$ cat src/rtl/addr_ft_pkg.sv
// Shared definitions for the fault-tolerant digit-serial adder.
//   state_t      : control FSM encoding (IDLE, CALC, DONE)
//   FAULT_CNT_W  : width of the saturating mismatch counter
//   num_digits() : digit steps per operation (WIDTH / DIGIT)
package addr_ft_pkg;

    localparam int unsigned FAULT_CNT_W = 8;

    typedef enum logic [1:0] {
        S_IDLE = 2'd0,
        S_CALC = 2'd1,
        S_DONE = 2'd2
    } state_t;

    function automatic int unsigned num_digits(input int unsigned width,
                                               input int unsigned digit);
        return width / digit;
    endfunction

endpackage

$ cat src/rtl/addr_digit_unit.sv
// One DIGIT-wide slice adder with carry-in; purely combinational.
//   a, b  : digit operands
//   cin   : carry-in
//   res_c : {carry-out, digit sum}
module addr_digit_unit #(
    parameter int unsigned DIGIT = 2
) (
    input  logic [DIGIT-1:0] a,
    input  logic [DIGIT-1:0] b,
    input  logic             cin,
    output logic [DIGIT:0]   res_c
);

    assign res_c = (DIGIT+1)'(a) + (DIGIT+1)'(b) + (DIGIT+1)'(cin);

endmodule

$ cat src/rtl/addr_ser_ft.sv
// Digit-serial unsigned adder with two redundant digit copies, per-digit
// compare, bounded retry and uncorrectable-error flag.
//   clk, rst            : clock, asynchronous active-high reset
//   in_valid / in_ready : operand handshake (a, b captured on accept)
//   out_valid/out_ready : result handshake (sum, err held while valid)
//   sum                 : a + b, MSB is carry-out
//   err                 : a digit was committed without copy agreement
//   fault_cnt           : saturating count of mismatches since reset
//   inj                 : XOR mask on copy B's {carry, digit} during CALC
module addr_ser_ft
    import addr_ft_pkg::*;
#(
    parameter int unsigned WIDTH     = 8,
    parameter int unsigned DIGIT     = 2,
    parameter int unsigned MAX_RETRY = 2
) (
    input  logic                   clk,
    input  logic                   rst,
    input  logic                   in_valid,
    output logic                   in_ready,
    input  logic [WIDTH-1:0]       a,
    input  logic [WIDTH-1:0]       b,
    output logic                   out_valid,
    input  logic                   out_ready,
    output logic [WIDTH:0]         sum,
    output logic                   err,
    output logic [FAULT_CNT_W-1:0] fault_cnt,
    input  logic [DIGIT:0]         inj
);

    localparam int unsigned N  = num_digits(WIDTH, DIGIT);
    localparam int unsigned KW = (N > 1) ? $clog2(N) : 1;
    localparam int unsigned RW = 4;

    // Parameter legality, rejected at elaboration
    if ((WIDTH % DIGIT) != 0 || WIDTH < DIGIT || MAX_RETRY > 15) begin : g_bad_params
        $error("addr_ser_ft: illegal WIDTH/DIGIT/MAX_RETRY combination");
    end

    state_t                 state_q, state_n;
    logic [WIDTH-1:0]       a_q, a_n, b_q, b_n;
    logic                   carry_q, carry_n;
    logic [KW-1:0]          k_q, k_n;
    logic [RW-1:0]          retry_q, retry_n;
    logic [WIDTH:0]         sum_q, sum_n;
    logic                   err_q, err_n;
    logic [FAULT_CNT_W-1:0] fault_q, fault_n;
    logic                   in_ready_q, in_ready_n;
    logic                   out_valid_q, out_valid_n;

    logic [DIGIT-1:0]       a_dig, b_dig;
    logic [DIGIT:0]         res_a, res_b, res_b_f;
    logic                   match, last;

    // Select digit k of each operand
    always_comb begin
        a_dig = '0;
        b_dig = '0;
        for (int i = 0; i < int'(N); i++) begin
            if (k_q == KW'(i)) begin
                a_dig = a_q[i*DIGIT +: DIGIT];
                b_dig = b_q[i*DIGIT +: DIGIT];
            end
        end
    end

    addr_digit_unit #(.DIGIT(DIGIT)) u_copy_a (
        .a     (a_dig),
        .b     (b_dig),
        .cin   (carry_q),
        .res_c (res_a)
    );

    addr_digit_unit #(.DIGIT(DIGIT)) u_copy_b (
        .a     (a_dig),
        .b     (b_dig),
        .cin   (carry_q),
        .res_c (res_b)
    );

    assign res_b_f = res_b ^ inj;
    assign match   = (res_a == res_b_f);
    assign last    = (k_q == KW'(N - 1));

    // Next-state and datapath update
    always_comb begin
        state_n = state_q;
        a_n     = a_q;
        b_n     = b_q;
        carry_n = carry_q;
        k_n     = k_q;
        retry_n = retry_q;
        sum_n   = sum_q;
        err_n   = err_q;
        fault_n = fault_q;

        case (state_q)
            S_IDLE: begin
                // in_ready_q gates accept so nothing is taken while it still reads 0
                if (in_valid && in_ready_q) begin
                    a_n     = a;
                    b_n     = b;
                    carry_n = 1'b0;
                    k_n     = '0;
                    retry_n = '0;
                    sum_n   = '0;
                    err_n   = 1'b0;
                    state_n = S_CALC;
                end
            end
            S_CALC: begin
                if (!match && fault_q != {FAULT_CNT_W{1'b1}}) begin
                    fault_n = fault_q + FAULT_CNT_W'(1);
                end
                if (match || retry_q == RW'(MAX_RETRY)) begin
                    // Commit copy A's result; out of retries means unverified
                    for (int i = 0; i < int'(N); i++) begin
                        if (k_q == KW'(i)) begin
                            sum_n[i*DIGIT +: DIGIT] = res_a[DIGIT-1:0];
                        end
                    end
                    carry_n = res_a[DIGIT];
                    retry_n = '0;
                    if (!match) begin
                        err_n = 1'b1;
                    end
                    if (last) begin
                        sum_n[WIDTH] = res_a[DIGIT];
                        k_n          = '0;
                        state_n      = S_DONE;
                    end else begin
                        k_n = k_q + KW'(1);
                    end
                end else begin
                    retry_n = retry_q + RW'(1);
                end
            end
            S_DONE: begin
                if (out_ready) begin
                    state_n = S_IDLE;
                end
            end
            default: state_n = S_IDLE;
        endcase

        in_ready_n  = (state_n == S_IDLE);
        out_valid_n = (state_n == S_DONE);
    end

    // State and datapath registers
    always_ff @(posedge clk or posedge rst) begin
        if (rst) begin
            state_q     <= S_IDLE;
            a_q         <= '0;
            b_q         <= '0;
            carry_q     <= 1'b0;
            k_q         <= '0;
            retry_q     <= '0;
            sum_q       <= '0;
            err_q       <= 1'b0;
            fault_q     <= '0;
            in_ready_q  <= 1'b0;
            out_valid_q <= 1'b0;
        end else begin
            state_q     <= state_n;
            a_q         <= a_n;
            b_q         <= b_n;
            carry_q     <= carry_n;
            k_q         <= k_n;
            retry_q     <= retry_n;
            sum_q       <= sum_n;
            err_q       <= err_n;
            fault_q     <= fault_n;
            in_ready_q  <= in_ready_n;
            out_valid_q <= out_valid_n;
        end
    end

    assign in_ready  = in_ready_q;
    assign out_valid = out_valid_q;
    assign sum       = sum_q;
    assign err       = err_q;
    assign fault_cnt = fault_q;

endmodule

$ cat config.mk
export PLATFORM = sky130hd
export DESIGN_NAME = addr_ser_ft
export DESIGN_NICKNAME = d
export VERILOG_FILES = /design/src/rtl/addr_ft_pkg.sv /design/src/rtl/addr_digit_unit.sv /design/src/rtl/addr_ser_ft.sv
export SDC_FILE = /design/constraint.sdc
export NUM_CORES = 1
export LEC_CHECK = 0
export ABC_CLOCK_PERIOD_IN_PS = 4900
export BUFFER_PORTS_ARGS = -buffer_cell sky130_fd_sc_hd__buf_4
export CORE_ASPECT_RATIO = 0.5
export CORE_MARGIN = 5
export CORE_UTILIZATION = 35
export CTS_BUF_LIST = sky130_fd_sc_hd__clkbuf_4
export CTS_CLUSTER_SIZE = 30
export DETAILED_ROUTE_END_ITERATION = 8
export GPL_TIMING_DRIVEN = 0
export PLACE_DENSITY = 0.6
export SLEW_MARGIN = 25
export SYNTH_ARGS = -nofsm -noshare
export SYNTH_HDL_FRONTEND = slang
export SYNTH_HIERARCHICAL = 1
export SYNTH_SLANG_ARGS = --single-unit
$ cat constraint.sdc
create_clock -name clk -period 4.9 [get_ports clk]
set_input_delay 0.98 -clock clk [delete_from_list [all_inputs] [get_ports clk]]
set_output_delay 0.98 -clock clk [all_outputs]
set_load 0.02 [all_outputs]
=== After elaboration in Yosys (flattened, before gate mapping) ===
Cells that the tools add are included.
Widths: inputs -> output; s select.

* Output and inout port bits: 20
* Register bits: 45
* Word-level logic and storage cells: 87
* Input bits: 23

* Reduce and logical (&&, ||, !) cells: 17
* Multiplexer cells: 34
* Add/sub/neg operators: 5
* Eq/ne operators: 16
* Bitwise gates (word level): 1

{| class="wikitable"
|+ Operators by type and width
! cell !! number
|-
| $mux 2 || 19
|-
| $reduce_and 4->1 || 5
|-
| $mux 9 || 2
|-
| $pmux 9 s2 || 1
|-
| $ne 2x2->1 const B || 7
|-
| $add 8x1->8 const B || 1
|-
| $eq 2x2->1 const B || 4
|-
| $mux 4 || 2
|-
| $ne 8x8->1 const B || 1
|-
| $pmux 4 s2 || 1
|-
| $logic_not 2->1 || 3
|-
| $pmux 2 s3 || 1
|-
| $reduce_and 2->1 || 3
|-
| $mux 1 || 5
|-
| $add 4x1->4 const B || 1
|-
| $eq 2x1->1 const B || 2
|-
| $eq 4x2->1 const B || 1
|-
| $pmux 1 s2 || 2
|-
| $pmux 2 s2 || 1
|-
| $add 2x2->3 || 1
|-
| $add 3x1->3 || 1
|-
| $eq 3x3->1 || 1
|-
| $reduce_and 3->1 || 1
|-
| $xor 3x3->3 || 1
|-
| other kinds (5) || 6
|}

=== Longest topological paths before layout ===
* Word-level depth: 13
* Gate-level depth with buffers: 16
* Depth with buffers taken out: 14

=== By module ===
The synthesis kept the hierarchy.

{| class="wikitable"
|+ By module, submodules not included
! module !! times used !! area an instance (µm²) !! cells each !! seq. area each (µm²)
|-
| addr_ser_ft || 1 || 2322.2 || 230 || 1126.1
|-
| addr_digit_unit || 2 || 70.1 || 10 || 0.0
|}

=== Worst setup path before layout ===
OpenSTA, ideal clock, no wires.

* Path type: reg-to-reg
* Start point: register k_q[0]
* End point: register sum_q[5] (netlist: sum[5])
* Library setup time: 0.066 ns
* Buffers on the path: 2
* Setup slack: 1.203 ns
* Arrival time: 3.631 ns
* Data required time: 4.834 ns
* Period minus slack after synthesis: 3.697 ns
* Cell stages (with the launch flop): 16
* Cell sequence: dfrtp_1 ha_1 clkbuf_1 nand3b_1 a21oi_1 a21oi_1 o21ai_0 inv_1 fa_1 fa_1 inv_1 xor3_1 o31ai_4 and2_1 buf_6 a32o_2

* Longest elaborated chain between the ends: 12
* Elaborated cells on any way between the ends: 23
* Classes of those cells: 2 x add/sub; 6 x eq/ne; 11 x mux; 1 x bitwise; 3 x reduce/logical

{| class="wikitable"
|+ Ends and longest elaborated chain
! item !! line !! RTL
|-
| start: declaration || addr_ser_ft.sv:43 || <nowiki>logic [KW-1:0] k_q, k_n;</nowiki>
|-
| start signal: assignment || addr_ser_ft.sv:169 || <nowiki>k_q <= k_n;</nowiki>
|-
| $logic_not 2->1 || addr_ser_ft.sv:60 || <nowiki>if (k_q == KW'(i)) begin</nowiki>
|-
| $mux 2 (3 in series) || addr_ser_ft.sv:60 ||
|-
| $mux 2 * || addr_ser_ft.sv:60 ||
|-
| via a_dig[0] || addr_ser_ft.sv:51 || <nowiki>logic [DIGIT-1:0] a_dig, b_dig;</nowiki>
|-
| $add 2x2->3 * || addr_digit_unit.sv:14 || <nowiki>assign res_c = (DIGIT+1)'(a) + (DIGIT+1)'(b) + (DIGIT+1)'(cin);</nowiki>
|-
| $add 3x1->3 * || addr_digit_unit.sv:14 ||
|-
| via res_b[1] || addr_ser_ft.sv:52 || <nowiki>logic [DIGIT:0] res_a, res_b, res_b_f;</nowiki>
|-
| $xor 3x3->3 || addr_ser_ft.sv:81 || <nowiki>assign res_b_f = res_b ^ inj;</nowiki>
|-
| $eq 3x3->1 || addr_ser_ft.sv:82 || <nowiki>assign match = (res_a == res_b_f);</nowiki>
|-
| $logic_or 1x1->1 || addr_ser_ft.sv:115 || <nowiki>if (match || retry_q == RW'(MAX_RETRY)) begin</nowiki>
|-
| $ne 2x2->1 (no source line) || - ||
|-
| $reduce_and 4->1 (no source line) || - ||
|-
| end signal: assignment || addr_ser_ft.sv:171 || <nowiki>sum_q <= sum_n;</nowiki>
|-
| end: declaration || addr_ser_ft.sv:45 || <nowiki>logic [WIDTH:0] sum_q, sum_n;</nowiki>
|}

Mark *: on every way through the listed nets, which the timed path passes. The rest lies on a longest branch. The select of a mux whose other input is x is not followed.
A chain may end at the register's enable or synchronous reset.

=== Worst setup path after layout ===
* Start point: register k_q[1]
* End point: register sum_q[2] (netlist: sum[2])

* Longest elaborated chain between the ends: 12
* Elaborated cells on any way between the ends: 23
* Classes of those cells: 2 x add/sub; 6 x eq/ne; 11 x mux; 1 x bitwise; 3 x reduce/logical

{| class="wikitable"
|+ Ends and longest elaborated chain
! item !! line
|-
| $logic_not 2->1 || addr_ser_ft.sv:60
|-
| $mux 2 (3 in series) || addr_ser_ft.sv:60
|-
| $mux 2 * || addr_ser_ft.sv:60
|-
| via a_dig[0] || addr_ser_ft.sv:51
|-
| $add 2x2->3 * || addr_digit_unit.sv:14
|-
| $add 3x1->3 * || addr_digit_unit.sv:14
|-
| via res_a[1] || addr_ser_ft.sv:52
|-
| $xor 3x3->3 || addr_ser_ft.sv:81
|-
| $eq 3x3->1 * || addr_ser_ft.sv:82
|-
| $logic_or 1x1->1 * || addr_ser_ft.sv:115
|-
| $ne 2x2->1 (no source line) * || -
|-
| $reduce_and 4->1 (no source line) * || -
|}

Marks and branches as above.

==> qor.yml <==
sta:
  tns_ns: 0
  setup_viol: 0
  maxSlewViolCount: 0
  hold_viol: 0
  clock.fmax_ghz: 0.2362
  finalCriticalPeriod_ns: 4.235
  worst_pin_slew_ns: 0.6234
  post-route-period-util: 0.8642
  timing.slew.headroom: 0.5838
  fin_skew_ns: 0.01534
  rsz0062_at_grt: "no"
layout:
  utilization: 0.4477
  drive_gt1_frac: 0.2226
  antennaDiodeCount: 0
  nets: 334
  seqCellArea_um2: 1126
  syn2layout_area_growth_pct: 22.76
  fillers: 661
  multiInputGateArea_um2: 1212
  design_area_um2: 3023
worst_setup_path:
  cpMostUsedCell: "inv_1"
  cpPeakStageDelay_ns: 0.45
  arrival_ns: 4.51
  slowest_stage: "fa_1"
  end_kind: "register"
  path_buf_inv: 4
  cp_top_family: "adder cells"
  crit_chain: "inv_1, ha_1, clkbuf_1, nand2_1, a21oi_1, a21oi_1, o21ai_0, inv_1, fa_1, fa_1, inv_1, xor3_1, nor3_1, a32oi_1, a32o_2"
  critPathMaxFanout: 10
  crit_type: "reg2reg"
  start_kind: "register"
  cp.required_ns: 5.18
clocking:
  clk_pin_slew_ns: 0.14
  cts_buffers: 5
  clk_latency_ns: 0.37
  tritoncts: "yes"
  hold_buffers: 0
  cts.sinks: 45
  post_cts_resized: 0
  cts_htree_levels: 2
  cts_buffer_depth: 2
  post_cts_buffers: 0
  root_buffer: "clkbuf_4"
logic_synthesis:
  syn_inst: 250
  syn_area_um2: 2462
  syn-num-nets: 284
  async_flop_share: 1.000
  ys.flop_type: "dfrtp_1"
  synth-seq-cells: 45
  ys_warn_count: 6
  syn_area_per_cell_um2: 9.849
  ys_types: 42
  synth_edf_count: 0
  seq_area_frac_synth: 0.4573
floorplanning:
  die_w_um: 128.6
  die_area_um2: 8915
  row_count: 21
  coreArea_um2: 6753
  io_pins: 43
  floorplan.initialDensity: 0.3646
  die_h_um: 69.31
placement:
  place_hpwl_um: 4114
  place_area_um2: 2920
  gp_congestion: 0.8422
  port_buffers: 42
power:
  leakage_nw: 1.478
  power_density_nw_per_um2: 822.3
  ir_drop_mv: 0.2425
  total_power_mw: 2.486
routing:
  wl_um: 5373
  final_antenna_net_count: 0
  detail_route.wl_per_cell_um: 13.67
  first_iter_violations: 76
  viasPerCell: 4.929
  vias: 1937
  drc: 0
  first_pass_iters: 4
global_route:
  antenna_found_initial: 0
  grt-ovfl-total: 0
  grtUsageMet2: 0.1977
  grt_most_used_layer: "met2"
  gr-usage-met1: 0.1759
  grt_pass1_vias: 1961
  gr-usage-met3: 0.02846
  grt_usage: 0.1278
  grt_max_degree: 28
  grt_pass1_wl_um: 9328
run_status:
  status: "completed"
run:
  drv_cap: 0
worst_hold_path:
  hp-class: "reg2reg"
[where the power goes]
part / internal [mW] / total, mW / switching (mW)
logic: 0.659 / 1.56 / 0.902
clock network: 0.158 / 0.283 / 0.125
registers: 0.522 / 0.641 / 0.119
total: 1.34 / 2.49 / 1.15
[cell families after synthesis]
group,after synthesis,share of synthesized area
DFF,45,0.4573
adders and majority gates,11,0.06809
buffers and inverters,31,0.05030
xor gates and xnor gates,11,0.07469
muxes,1,0.004573
AOI/OAI and AO/OA,48,0.1540
and+or+nand+nor,103,0.1911
[metal layers]
layer	wire length, µm	share of wire
met4	108	0.020
met3	182	0.034
met1	2619	0.49
met2	2463	0.46
met5	0	0
[through the flow]
stage	hold WS [ns]	instances	setup slack (ns)
floorplan	0.4455	250	1.203
global placement	0.4611	384	0.7109
detailed placement	0.4633	385	0.6017
CTS	0.4948	393	0.6158
global route	0.5161	393	0.2596
finish	0.4881	393	0.6654
[layout make-up]
class,count,share of cell area
clock buffer,5,0.01242
multi-input combinational,174,0.4011
timing repair buffer,43,0.1134
inverter,20,0.02483
buffer,11,0.01614
tap,92,0.03808
clock inverter,3,0.02152
sequential,45,0.3725
[registers in the layout, summed over array words and instances, names as in the netlist]
signal	flops
fault_cnt	8
err	1
sum	9
in_ready	1
a_q	8
carry_q	1
retry_q	4
out_valid	1
state_q	2
k_q	2
b_q	8
[Yosys cell counts, types with 4 or more instances]
library cell,instances,area share
o21ai_0,8,0.016
nor2_1,8,0.012
xor2_1,4,0.014
nand3_1,8,0.016
clkbuf_1,9,0.014
a22o_1,4,0.014
nand2_1,63,0.096
inv_1,20,0.030
nand3b_1,6,0.018
a31oi_1,4,0.010
o31ai_1,4,0.012
a21oi_1,12,0.024
ha_1,7,0.036
fa_1,4,0.033
dfrtp_1,45,0.46
a32o_2,6,0.027
[layout by cell type, fill, tap and decap left out, types with 2 or more instances in the layout]
master     Yosys  layout
bufinv_16      0       2
a31oi_1        4       4
o2111ai_1      2       2
o31ai_1        4       4
nand2_1       63      63
buf_4          0      42
xor3_1         2       2
and3_1         2       2
a22o_1         4       4
nor2_1         8       8
o21ai_0        8       8
a32o_2         6       6
xor2_1         4       4
dfrtp_1       45      45
clkbuf_1       9       9
nor3_1         3       3
nand3_1        8       8
o31ai_4        2       2
xnor3_1        3       3
clkbuf_4       0       5
fa_1           4       4
nand3b_1       6       6
nand2b_1       2       2
nor4_1         3       3
ha_1           7       7
inv_1         20      19
a21oi_1       12      12
or2_2          2       2
[worst paths after layout]
kind	startpoint	to	slack (ns)	cells after the start
worst max-delay path	k_q[1]	sum[2]	0.67	15
worst min-delay path	b_q[3]	b_q[3]	0.49	2
worst max register to register	k_q[1]	sum[2]	0.67	15
worst min register to register	b_q[3]	b_q[3]	0.49	2
max in group asynchronous	rst	a_q[7]	3.70	3
min in group asynchronous	rst	sum[0]	0.68	2
[worst reg2reg max path, cell delays in order, from the launching register on]
cell and delay [ns]:
dfrtp_1 0.43, inv_1 0.11, ha_1 0.20, clkbuf_1 0.36
nand2_1 0.10, a21oi_1 0.14, a21oi_1 0.06, o21ai_0 0.25
inv_1 0.10, fa_1 0.45, fa_1 0.44, inv_1 0.21
xor3_1 0.40, nor3_1 0.44, a32oi_1 0.21, a32o_2 0.26
Power figures use the tool's default switching activity.
